--- src/rtl/mac_ctrl_pkg.sv ---
// rtl/mac_ctrl_pkg.sv - shared state encoding, pe_en bit layout and info field offsets
package mac_ctrl_pkg;

  typedef enum logic [1:0] {
    ST_IDLE  = 2'd0,
    ST_SETUP = 2'd1,
    ST_CONV  = 2'd2,
    ST_COOL  = 2'd3
  } ctrl_state_t;

  // pe_en layout: [8:0] tap mask indexed 3*kr+kc, [9] array active
  localparam int PE_TAP_W   = 9;
  localparam int PE_ACT_BIT = 9;
  localparam int PE_EN_W    = 10;

  // info layout from LSB: omap_cnt, omap_icg, out channel MSB, zero pad
  localparam int INFO_OMAP_LSB = 0;

  // Counter width that never collapses to zero bits for a limit of 1
  function automatic int clog2_min1(input int n);
    return (n > 1) ? $clog2(n) : 1;
  endfunction

  function automatic int info_icg_lsb(input int map_w);
    return INFO_OMAP_LSB + map_w;
  endfunction

  function automatic int info_och_lsb(input int map_w, input int icg_w);
    return info_icg_lsb(map_w) + icg_w;
  endfunction

endpackage

--- src/rtl/mac_array_ctrl_gen_edge_mask.sv ---
// rtl/mac_array_ctrl_gen_edge_mask.sv - mac_ctrl_edge_mask: row/col position to 3x3 tap mask
module mac_ctrl_edge_mask
  import mac_ctrl_pkg::*;
#(
  parameter int FMAP_H = 56,
  parameter int FMAP_W = 56,
  parameter int ROW_W  = clog2_min1(FMAP_H),
  parameter int COL_W  = clog2_min1(FMAP_W)
) (
  input  logic [ROW_W-1:0]    i_row,
  input  logic [COL_W-1:0]    i_col,
  output logic [PE_TAP_W-1:0] o_tap_mask
);

  localparam logic [ROW_W-1:0] ROW_LAST = ROW_W'(FMAP_H - 1);
  localparam logic [COL_W-1:0] COL_LAST = COL_W'(FMAP_W - 1);

  logic w_top;
  logic w_bot;
  logic w_left;
  logic w_right;

  assign w_top   = (i_row == '0);
  assign w_bot   = (i_row == ROW_LAST);
  assign w_left  = (i_col == '0);
  assign w_right = (i_col == COL_LAST);

  // A tap is dropped when its kernel row or column falls outside the map
  always_comb begin
    o_tap_mask = '0;
    for (int kr = 0; kr < 3; kr++) begin
      for (int kc = 0; kc < 3; kc++) begin
        o_tap_mask[3*kr+kc] = !((kr == 0 && w_top)  || (kr == 2 && w_bot) ||
                                (kc == 0 && w_left) || (kc == 2 && w_right));
      end
    end
  end

endmodule

--- src/rtl/sirv_gnrl_dfflr.sv ---
// rtl/sirv_gnrl_dfflr.sv - load-enabled flop bank with async active-low reset to zero
module sirv_gnrl_dfflr #(
  parameter int DW = 32
) (
  input  logic          lden,
  input  logic [DW-1:0] dnxt,
  output logic [DW-1:0] qout,
  input  logic          clk,
  input  logic          rst_n
);

  logic [DW-1:0] r_qout;

  // Capture dnxt only when the load enable is high
  always_ff @(posedge clk or negedge rst_n) begin
    if (!rst_n) begin
      r_qout <= '0;
    end else if (lden) begin
      r_qout <= dnxt;
    end
  end

  assign qout = r_qout;

endmodule

--- src/rtl/mac_array_ctrl_gen.sv ---
// rtl/mac_array_ctrl_gen.sv - 3x3 MAC array sequencer; optional perf counters under MAC_ARRAY_CTRL_PERF_EN
module mac_array_ctrl_gen
  import mac_ctrl_pkg::*;
#(
  parameter int FMAP_H    = 56,
  parameter int FMAP_W    = 56,
  parameter int NOCH      = 64,
  parameter int NICG      = 2,
  parameter int SETUP_CYC = FMAP_W + 3,
  parameter int PIPE_LAT  = 6,
  parameter int ADDR_W    = 32,
  parameter int OCH_W     = clog2_min1(NOCH),
  parameter int ICG_W     = clog2_min1(NICG)
) (
  input  logic                 i_clk,
  input  logic                 i_rst_n,
  input  logic                 i_conv_start,
  input  logic                 i_mac_array2psum_acc_rdy,
  output logic [OCH_W-1:0]     o_out_ch_cnt,
  output logic [ICG_W-1:0]     o_in_ch_cnt,
  output logic                 o_mac_array2psum_acc_vld,
  output logic [ADDR_W-1:0]    o_mac_array2psum_acc_info,
  output logic                 o_conv_done,
  output logic                 o_pipe_en,
  output logic [PE_EN_W-1:0]   o_pe_en,
  output logic [ICG_W:0]       o_weight_sel,
  output logic [ADDR_W-1:0]    o_imap_raddr,
  output logic                 o_imap_ren,
  output logic [4:0]           o_identity_sel
`ifdef MAC_ARRAY_CTRL_PERF_EN
  ,
  output logic [31:0]          o_perf_stall_cnt,
  output logic [31:0]          o_perf_busy_cnt
`endif
);

  localparam int MAP_PIX  = FMAP_H * FMAP_W;
  localparam int ROW_W    = clog2_min1(FMAP_H);
  localparam int COL_W    = clog2_min1(FMAP_W);
  localparam int MAP_W    = clog2_min1(MAP_PIX);
  localparam int SET_W    = clog2_min1(SETUP_CYC);
  localparam int RD_TOTAL = NOCH * NICG * MAP_PIX;
  localparam int RD_W     = $clog2(RD_TOTAL + 1);
  localparam int ICG_LSB  = info_icg_lsb(MAP_W);
  localparam int OCH_LSB  = info_och_lsb(MAP_W, ICG_W);

  localparam logic [ROW_W-1:0] ROW_LAST = ROW_W'(FMAP_H - 1);
  localparam logic [COL_W-1:0] COL_LAST = COL_W'(FMAP_W - 1);
  localparam logic [MAP_W-1:0] MAP_LAST = MAP_W'(MAP_PIX - 1);
  localparam logic [ICG_W-1:0] ICG_LAST = ICG_W'(NICG - 1);
  localparam logic [OCH_W-1:0] OCH_LAST = OCH_W'(NOCH - 1);
  localparam logic [SET_W-1:0] SET_LAST = SET_W'(SETUP_CYC - 1);
  localparam logic [RD_W-1:0]  RD_LIMIT = RD_W'(RD_TOTAL);

  ctrl_state_t r_state;
  ctrl_state_t w_state_nxt;

  logic [SET_W-1:0]    r_setup_cnt;
  logic [COL_W-1:0]    r_col;
  logic [ROW_W-1:0]    r_row;
  logic [ICG_W-1:0]    r_in_ch_cnt;
  logic [OCH_W-1:0]    r_out_ch_cnt;
  logic [MAP_W-1:0]    r_imap_cnt;
  logic [ICG_W-1:0]    r_rd_icg;
  logic [RD_W-1:0]     r_reads_issued;
  logic [MAP_W-1:0]    r_omap_cnt;
  logic [ICG_W-1:0]    r_omap_icg;
  logic [OCH_W-1:0]    r_omap_och;
  logic                r_conv_done;

  logic                w_start;
  logic                w_pipe_en;
  logic                w_in_conv;
  logic                w_conv_adv;
  logic                w_setup_last;
  logic                w_col_last;
  logic                w_row_last;
  logic                w_icg_last;
  logic                w_och_last;
  logic                w_comp_last;
  logic                w_imap_ren;
  logic                w_imap_wrap;
  logic                w_vld;
  logic                w_beat;
  logic                w_omap_wrap;
  logic                w_omap_last;
  logic [PIPE_LAT-1:0] w_dly_d;
  logic [PIPE_LAT-1:0] w_dly_q;
  logic [PE_TAP_W-1:0] w_tap_mask;
  logic [ADDR_W-1:0]   w_info;
  logic [ADDR_W-1:0]   w_raddr;

  assign w_start      = (r_state == ST_IDLE) && i_conv_start;
  assign w_pipe_en    = (r_state != ST_IDLE) && i_mac_array2psum_acc_rdy;
  assign w_in_conv    = (r_state == ST_CONV);
  assign w_conv_adv   = w_pipe_en && w_in_conv;
  assign w_setup_last = (r_setup_cnt == SET_LAST);
  assign w_col_last   = (r_col == COL_LAST);
  assign w_row_last   = (r_row == ROW_LAST);
  assign w_icg_last   = (r_in_ch_cnt == ICG_LAST);
  assign w_och_last   = (r_out_ch_cnt == OCH_LAST);
  assign w_comp_last  = w_col_last && w_row_last && w_icg_last && w_och_last;
  assign w_imap_ren   = w_pipe_en && (r_reads_issued < RD_LIMIT);
  assign w_imap_wrap  = (r_imap_cnt == MAP_LAST);
  assign w_beat       = w_vld && i_mac_array2psum_acc_rdy;
  assign w_omap_wrap  = (r_omap_cnt == MAP_LAST);
  assign w_omap_last  = w_omap_wrap && (r_omap_icg == ICG_LAST) && (r_omap_och == OCH_LAST);

  // State register
  always_ff @(posedge i_clk or negedge i_rst_n) begin
    if (!i_rst_n) begin
      r_state <= ST_IDLE;
    end else begin
      r_state <= w_state_nxt;
    end
  end

  // Next state: prefetch, compute every pass back to back, drain the pipeline
  always_comb begin
    w_state_nxt = r_state;
    case (r_state)
      ST_IDLE:  if (i_conv_start) w_state_nxt = ST_SETUP;
      ST_SETUP: if (w_pipe_en && w_setup_last) w_state_nxt = ST_CONV;
      ST_CONV:  if (w_conv_adv && w_comp_last) w_state_nxt = ST_COOL;
      ST_COOL:  if (w_beat && w_omap_last) w_state_nxt = ST_IDLE;
      default:  w_state_nxt = ST_IDLE;
    endcase
  end

  // Prefetch counter, counts stalled-free setup cycles only
  always_ff @(posedge i_clk or negedge i_rst_n) begin
    if (!i_rst_n) begin
      r_setup_cnt <= '0;
    end else if (w_start) begin
      r_setup_cnt <= '0;
    end else if (w_pipe_en && (r_state == ST_SETUP)) begin
      r_setup_cnt <= w_setup_last ? '0 : r_setup_cnt + 1'b1;
    end
  end

  // Compute position: col -> row -> input group -> output channel
  always_ff @(posedge i_clk or negedge i_rst_n) begin
    if (!i_rst_n) begin
      r_col        <= '0;
      r_row        <= '0;
      r_in_ch_cnt  <= '0;
      r_out_ch_cnt <= '0;
    end else if (w_start) begin
      r_col        <= '0;
      r_row        <= '0;
      r_in_ch_cnt  <= '0;
      r_out_ch_cnt <= '0;
    end else if (w_conv_adv) begin
      r_col <= w_col_last ? '0 : r_col + 1'b1;
      if (w_col_last) begin
        r_row <= w_row_last ? '0 : r_row + 1'b1;
        if (w_row_last) begin
          r_in_ch_cnt <= w_icg_last ? '0 : r_in_ch_cnt + 1'b1;
          if (w_icg_last) begin
            r_out_ch_cnt <= w_och_last ? '0 : r_out_ch_cnt + 1'b1;
          end
        end
      end
    end
  end

  // Read side runs SETUP_CYC ahead of compute and stops after the last pixel
  always_ff @(posedge i_clk or negedge i_rst_n) begin
    if (!i_rst_n) begin
      r_imap_cnt     <= '0;
      r_rd_icg       <= '0;
      r_reads_issued <= '0;
    end else if (w_start) begin
      r_imap_cnt     <= '0;
      r_rd_icg       <= '0;
      r_reads_issued <= '0;
    end else if (w_imap_ren) begin
      r_imap_cnt     <= w_imap_wrap ? '0 : r_imap_cnt + 1'b1;
      r_reads_issued <= r_reads_issued + 1'b1;
      if (w_imap_wrap) begin
        r_rd_icg <= (r_rd_icg == ICG_LAST) ? '0 : r_rd_icg + 1'b1;
      end
    end
  end

  // Valid follows CONV through the MAC array latency
  generate
    if (PIPE_LAT == 1) begin : g_dly_one
      assign w_dly_d = w_in_conv;
    end else begin : g_dly_shift
      assign w_dly_d = {w_dly_q[PIPE_LAT-2:0], w_in_conv};
    end
  endgenerate

  sirv_gnrl_dfflr #(
    .DW (PIPE_LAT)
  ) u_vld_dly (
    .lden  (w_pipe_en),
    .dnxt  (w_dly_d),
    .qout  (w_dly_q),
    .clk   (i_clk),
    .rst_n (i_rst_n)
  );

  assign w_vld = w_dly_q[PIPE_LAT-1];

  // Output-side position, advanced only by accepted beats
  always_ff @(posedge i_clk or negedge i_rst_n) begin
    if (!i_rst_n) begin
      r_omap_cnt <= '0;
      r_omap_icg <= '0;
      r_omap_och <= '0;
    end else if (w_start) begin
      r_omap_cnt <= '0;
      r_omap_icg <= '0;
      r_omap_och <= '0;
    end else if (w_beat) begin
      r_omap_cnt <= w_omap_wrap ? '0 : r_omap_cnt + 1'b1;
      if (w_omap_wrap) begin
        r_omap_icg <= (r_omap_icg == ICG_LAST) ? '0 : r_omap_icg + 1'b1;
        if (r_omap_icg == ICG_LAST) begin
          r_omap_och <= (r_omap_och == OCH_LAST) ? '0 : r_omap_och + 1'b1;
        end
      end
    end
  end

  // Completion pulse on the final accepted beat
  always_ff @(posedge i_clk or negedge i_rst_n) begin
    if (!i_rst_n) begin
      r_conv_done <= 1'b0;
    end else begin
      r_conv_done <= (r_state == ST_COOL) && w_beat && w_omap_last;
    end
  end

  mac_ctrl_edge_mask #(
    .FMAP_H (FMAP_H),
    .FMAP_W (FMAP_W),
    .ROW_W  (ROW_W),
    .COL_W  (COL_W)
  ) u_edge_mask (
    .i_row      (r_row),
    .i_col      (r_col),
    .o_tap_mask (w_tap_mask)
  );

  // PE enables exist only while computing
  always_comb begin
    o_pe_en = '0;
    if (w_in_conv) begin
      o_pe_en[PE_ACT_BIT]    = 1'b1;
      o_pe_en[PE_TAP_W-1:0]  = w_tap_mask;
    end
  end

  // Pack psum info and imap address fields
  always_comb begin
    w_info = '0;
    w_info[INFO_OMAP_LSB +: MAP_W] = r_omap_cnt;
    w_info[ICG_LSB +: ICG_W]       = r_omap_icg;
    w_info[OCH_LSB]                = r_out_ch_cnt[OCH_W-1];
    w_raddr = '0;
    w_raddr[MAP_W-1:0]             = r_imap_cnt;
    w_raddr[MAP_W +: ICG_W]        = r_rd_icg;
  end

  assign o_out_ch_cnt              = r_out_ch_cnt;
  assign o_in_ch_cnt               = r_in_ch_cnt;
  assign o_mac_array2psum_acc_vld  = w_vld;
  assign o_mac_array2psum_acc_info = w_info;
  assign o_conv_done               = r_conv_done;
  assign o_pipe_en                 = w_pipe_en;
  assign o_weight_sel              = {r_out_ch_cnt[0], r_in_ch_cnt};
  assign o_imap_raddr              = w_raddr;
  assign o_imap_ren                = w_imap_ren;
  assign o_identity_sel            = 5'(r_out_ch_cnt);

`ifdef MAC_ARRAY_CTRL_PERF_EN
  logic [31:0] r_perf_stall_cnt;
  logic [31:0] r_perf_busy_cnt;

  // Saturating busy/stall counters, cleared by a new run and frozen when idle
  always_ff @(posedge i_clk or negedge i_rst_n) begin
    if (!i_rst_n) begin
      r_perf_stall_cnt <= '0;
      r_perf_busy_cnt  <= '0;
    end else if (w_start) begin
      r_perf_stall_cnt <= '0;
      r_perf_busy_cnt  <= '0;
    end else if (r_state != ST_IDLE) begin
      if (r_perf_busy_cnt != '1) begin
        r_perf_busy_cnt <= r_perf_busy_cnt + 1'b1;
      end
      if (!i_mac_array2psum_acc_rdy && (r_perf_stall_cnt != '1)) begin
        r_perf_stall_cnt <= r_perf_stall_cnt + 1'b1;
      end
    end
  end

  assign o_perf_stall_cnt = r_perf_stall_cnt;
  assign o_perf_busy_cnt  = r_perf_busy_cnt;
`else
  // Performance counters are not built in this configuration
`endif

endmodule

--- config.mk ---
export PLATFORM = sky130hd
export DESIGN_NAME = mac_array_ctrl_gen
export DESIGN_NICKNAME = d
export VERILOG_FILES = /design/src/rtl/mac_ctrl_pkg.sv /design/src/rtl/mac_array_ctrl_gen_edge_mask.sv /design/src/rtl/sirv_gnrl_dfflr.sv /design/src/rtl/mac_array_ctrl_gen.sv
export SDC_FILE = /design/constraint.sdc
export NUM_CORES = 1
export LEC_CHECK = 0
export BUFFER_PORTS_ARGS = -buffer_cell sky130_fd_sc_hd__buf_2
export CORE_AREA = 2 2 146 105
export CTS_BUF_LIST = sky130_fd_sc_hd__clkbuf_4 sky130_fd_sc_hd__clkbuf_8
export DETAILED_ROUTE_END_ITERATION = 7
export DIE_AREA = 0 0 148 107
export PLACE_DENSITY = 0.64
export SLEW_MARGIN = 20
export SYNTH_ARGS = -nofsm -noshare
export SYNTH_HDL_FRONTEND = slang
export SYNTH_SLANG_ARGS = --single-unit
--- constraint.sdc ---
create_clock -name i_clk -period 4.5 [get_ports i_clk]
set_clock_uncertainty 0.1 [all_clocks]
set_input_delay 0.9 -clock i_clk [delete_from_list [all_inputs] [get_ports i_clk]]
set_output_delay 0.9 -clock i_clk [all_outputs]
set_load 0.1 [all_outputs]
==> results.cfg <==
[synthesis]
synth_top_family_by_area = simple AND/OR/NAND/NOR gates
synth_ff_type = dfrtp_1
synth-simple-area-share = 0.2422
synth_mux_area_frac = 0.008579
ys_ff_latch = 85
yosysWarnings = 0
synthAdderAreaFrac = 0.03785
synthesis.area_um2 = 4959
ys_seq_area_frac = 0.4290
synth_compound_area_frac = 0.1282
synth-edff-count = 0
syn_area_per_cell_um2 = 8.854
synthXorXnorAreaFrac = 0.04946
async_reset_ff_frac = 1.000
synth_cell_types = 60
syn_inst = 560

[sta]
tightest_slew_ps = 832.1
slew_headroom = 0.4439
finalHoldViolCount = 0
final_max_slew_viol_count = 0
rsz0062_at_grt = false
finalSetupViolCount = 0
max_freq_ghz = 0.2790
post-route-period-util = 0.7965
setup_ws_ps = 915.6
min_period_ps = 3584
final.setup.tns_ps = 0

[grt]
met3_usage = 0.03234
grt_use_met1 = 0.1962
top_usage_layer = met2
grt_overflow = 0
met2_usage = 0.2120
grt_first_pass_wirelength_um = 17910
grt_max_degree = 61
grt_usage = 0.1377
grt_pass1_vias = 3692
antenna_found_initial = 0

[clock_tree]
clock_tree.root_cell = clkbuf_8
worstSkewPairLatency_ps = 360
post_cts_resized = 0
cts_buffer_depth = 2
cts_hold_buffers = 0
cts_inserted_buffers = 9
postCtsSetupRepairBufs = 0
tritoncts = done
clkTransAtPathRegs_ps = 90
clock-sinks = 85
htreeDepth = 3

[layout]
multi_input_area_um2 = 2452
ff_latch_area_um2 = 2127
most-common-layout-cells = 85 x dfrtp_1, 84 x nand2_1, 57 x buf_2
fin_nets = 621
final_area_um2 = 5400
fill_cells = 1486
drive_above_1_share = 0.1516
final_util = 0.3739
mostFrequentLayoutCell = dfrtp_1
area_growth_pct = 8.907

[setup_path]
crit_slowest_cell = buf_2
crit_path_frequent_cell = inv_2
path_delay_family = buffers and inverters
critPathLaunchType = flip-flop
max_stage_delay_ps = 470
crit_arrival_ps = 2580
setup.worst_path.class = flip-flop to primary output
ff2ff_path_depth = 7
crit_path_max_fanout = 18
path_buf_inv = 5
cp.required_ps = 3500
crit_chain = inv_1, ha_1, nand2b_1, inv_2, o21ai_1, buf_4, inv_2, buf_2
cp_num_cells = 8
endpoint_kind = primary output

[power_and_ir_drop]
totalPowerFinal_mw = 2.687
p_leak_nw = 2.596
max-vdd-ir-drop_uv = 212.0
powerDensity_nw_per_um2 = 497.5

[route]
drt_wl_total_um = 10370
vias = 3980
dr.pass1.iters = 4
wire_per_inst_um = 12.91
drt_iter0_drc = 298
postRouteAntennaNets = 0
drc = 0
vias_per_cell = 4.956

[floorplanning]
ioPinCount = 96
rows = 37
die_area_um2 = 15840
start_util = 0.3433
die_w_um = 148
coreArea_um2 = 14440
die_h_um = 107

[status]
status = finished clean

[hold_path]
min_path_cells = 2
min_path_type = flip-flop to flip-flop

[placed_design]
port_buffers = 58
dp_slack_ps = 1031
postPlaceCellArea_um2 = 5218
gp_congestion = 0.8528
dpl.hpwl_um = 7484

[job]
timing.max_cap.violations = 0
[per-stage QoR]
stage               cells  hold WS, ps
finish                803        372.8
global route          802        416.3
CTS                   802        377.7
detailed placement    786        355.1
global placement      786        349.1
floorplan             596        338.6
[final timing paths]
check | slack, ps | to | startpoint
max | 920 | o_imap_ren | r_state[0]
min | 370 | u_vld_dly.qout[2] | u_vld_dly.qout[1]
max reg2reg | 1710 | o_out_ch_cnt[3] | r_state[0]
min reg2reg | 370 | u_vld_dly.qout[2] | u_vld_dly.qout[1]
max in group asynchronous | 2950 | r_reads_issued[2] | i_rst_n
min in group asynchronous | 510 | r_omap_cnt[9] | i_rst_n
[worst register-to-register path: stages (launching register included)]
cell     delay (ps)
dfrtp_1         410
inv_1           120
ha_1            380
and3b_1         410
and3_1          390
nand3_2         190
or4b_1          550
a21oi_1         170
[cell families (layout without fill, tap and decap cells)]
kind of cell | count (synthesis) | count (layout)
compound gates | 96 | 96
xor+xnor | 28 | 28
fa+ha+maj | 15 | 15
buf+inv | 87 | 98
flops | 85 | 85
mux | 4 | 4
other cells | 1 | 38
simple gates | 244 | 244
[registers in the layout (all words and copies together) (netlist names)]
signal and count:
r_reads_issued 19, r_imap_cnt 12, r_omap_cnt 12, o_out_ch_cnt 6, r_col 6, r_omap_och 6
r_row 6, r_setup_cnt 6, u_vld_dly.qout 6, r_state 2, o_conv_done 1, o_in_ch_cnt 1
r_omap_icg 1, r_rd_icg 1
[synthesized netlist by cell type (2+ instances only)]
master	count	share of area
a2111oi_0	2	0.0035
a211oi_1	5	0.0076
a21o_1	2	0.0030
a21oi_1	31	0.031
a311oi_1	5	0.0088
a31o_1	2	0.0035
a31oi_1	2	0.0025
a41oi_1	3	0.0053
and2_1	8	0.010
and3_1	13	0.016
and4_1	2	0.0035
buf_1	4	0.0030
buf_2	4	0.0040
buf_4	49	0.074
clkbuf_1	9	0.0068
dfrtp_1	85	0.43
ha_1	15	0.038
inv_1	18	0.014
inv_2	3	0.0023
mux2i_1	2	0.0040
nand2_1	84	0.064
nand2b_1	2	0.0025
nand3_1	24	0.024
nand3_2	2	0.0040
nand4_1	11	0.014
nor2_1	50	0.038
nor2b_1	2	0.0025
nor3_1	13	0.013
nor4_1	8	0.010
o2111ai_1	2	0.0035
o211ai_1	4	0.0061
o21ai_0	8	0.0081
o21ai_1	15	0.015
o31ai_1	5	0.0076
or2_1	2	0.0025
or3_1	10	0.013
or4_1	4	0.0061
or4b_1	2	0.0040
xnor2_1	15	0.026
xor2_1	13	0.023
[routing by layer]
metal	share of wire	up-vias
met5	0	-
met4	0.0071	0
met3	0.047	9
met2	0.44	90
met1	0.50	1918
li1	-	1963
[layout make-up]
type                            count  share of cell area
Tap cell                          195             0.04518
Inverter                           21             0.01460
Timing Repair Buffer               61             0.05839
Multi-Input combinational cell    424              0.4541
Antenna cell                        1           0.0004634
Clock inverter                      7             0.01043
Sequential cell                    85              0.3939
Clock buffer                        9             0.02294
[where the power goes]
part / switching, mW / leakage (nW) / internal, mW
Combinational: 0.988 / 1.34 / 0.217
Sequential: 0.112 / 1.17 / 0.860
Clock: 0.302 / 0.0910 / 0.208
Total: 1.40 / 2.60 / 1.28
Power figures use the tool's default switching activity.
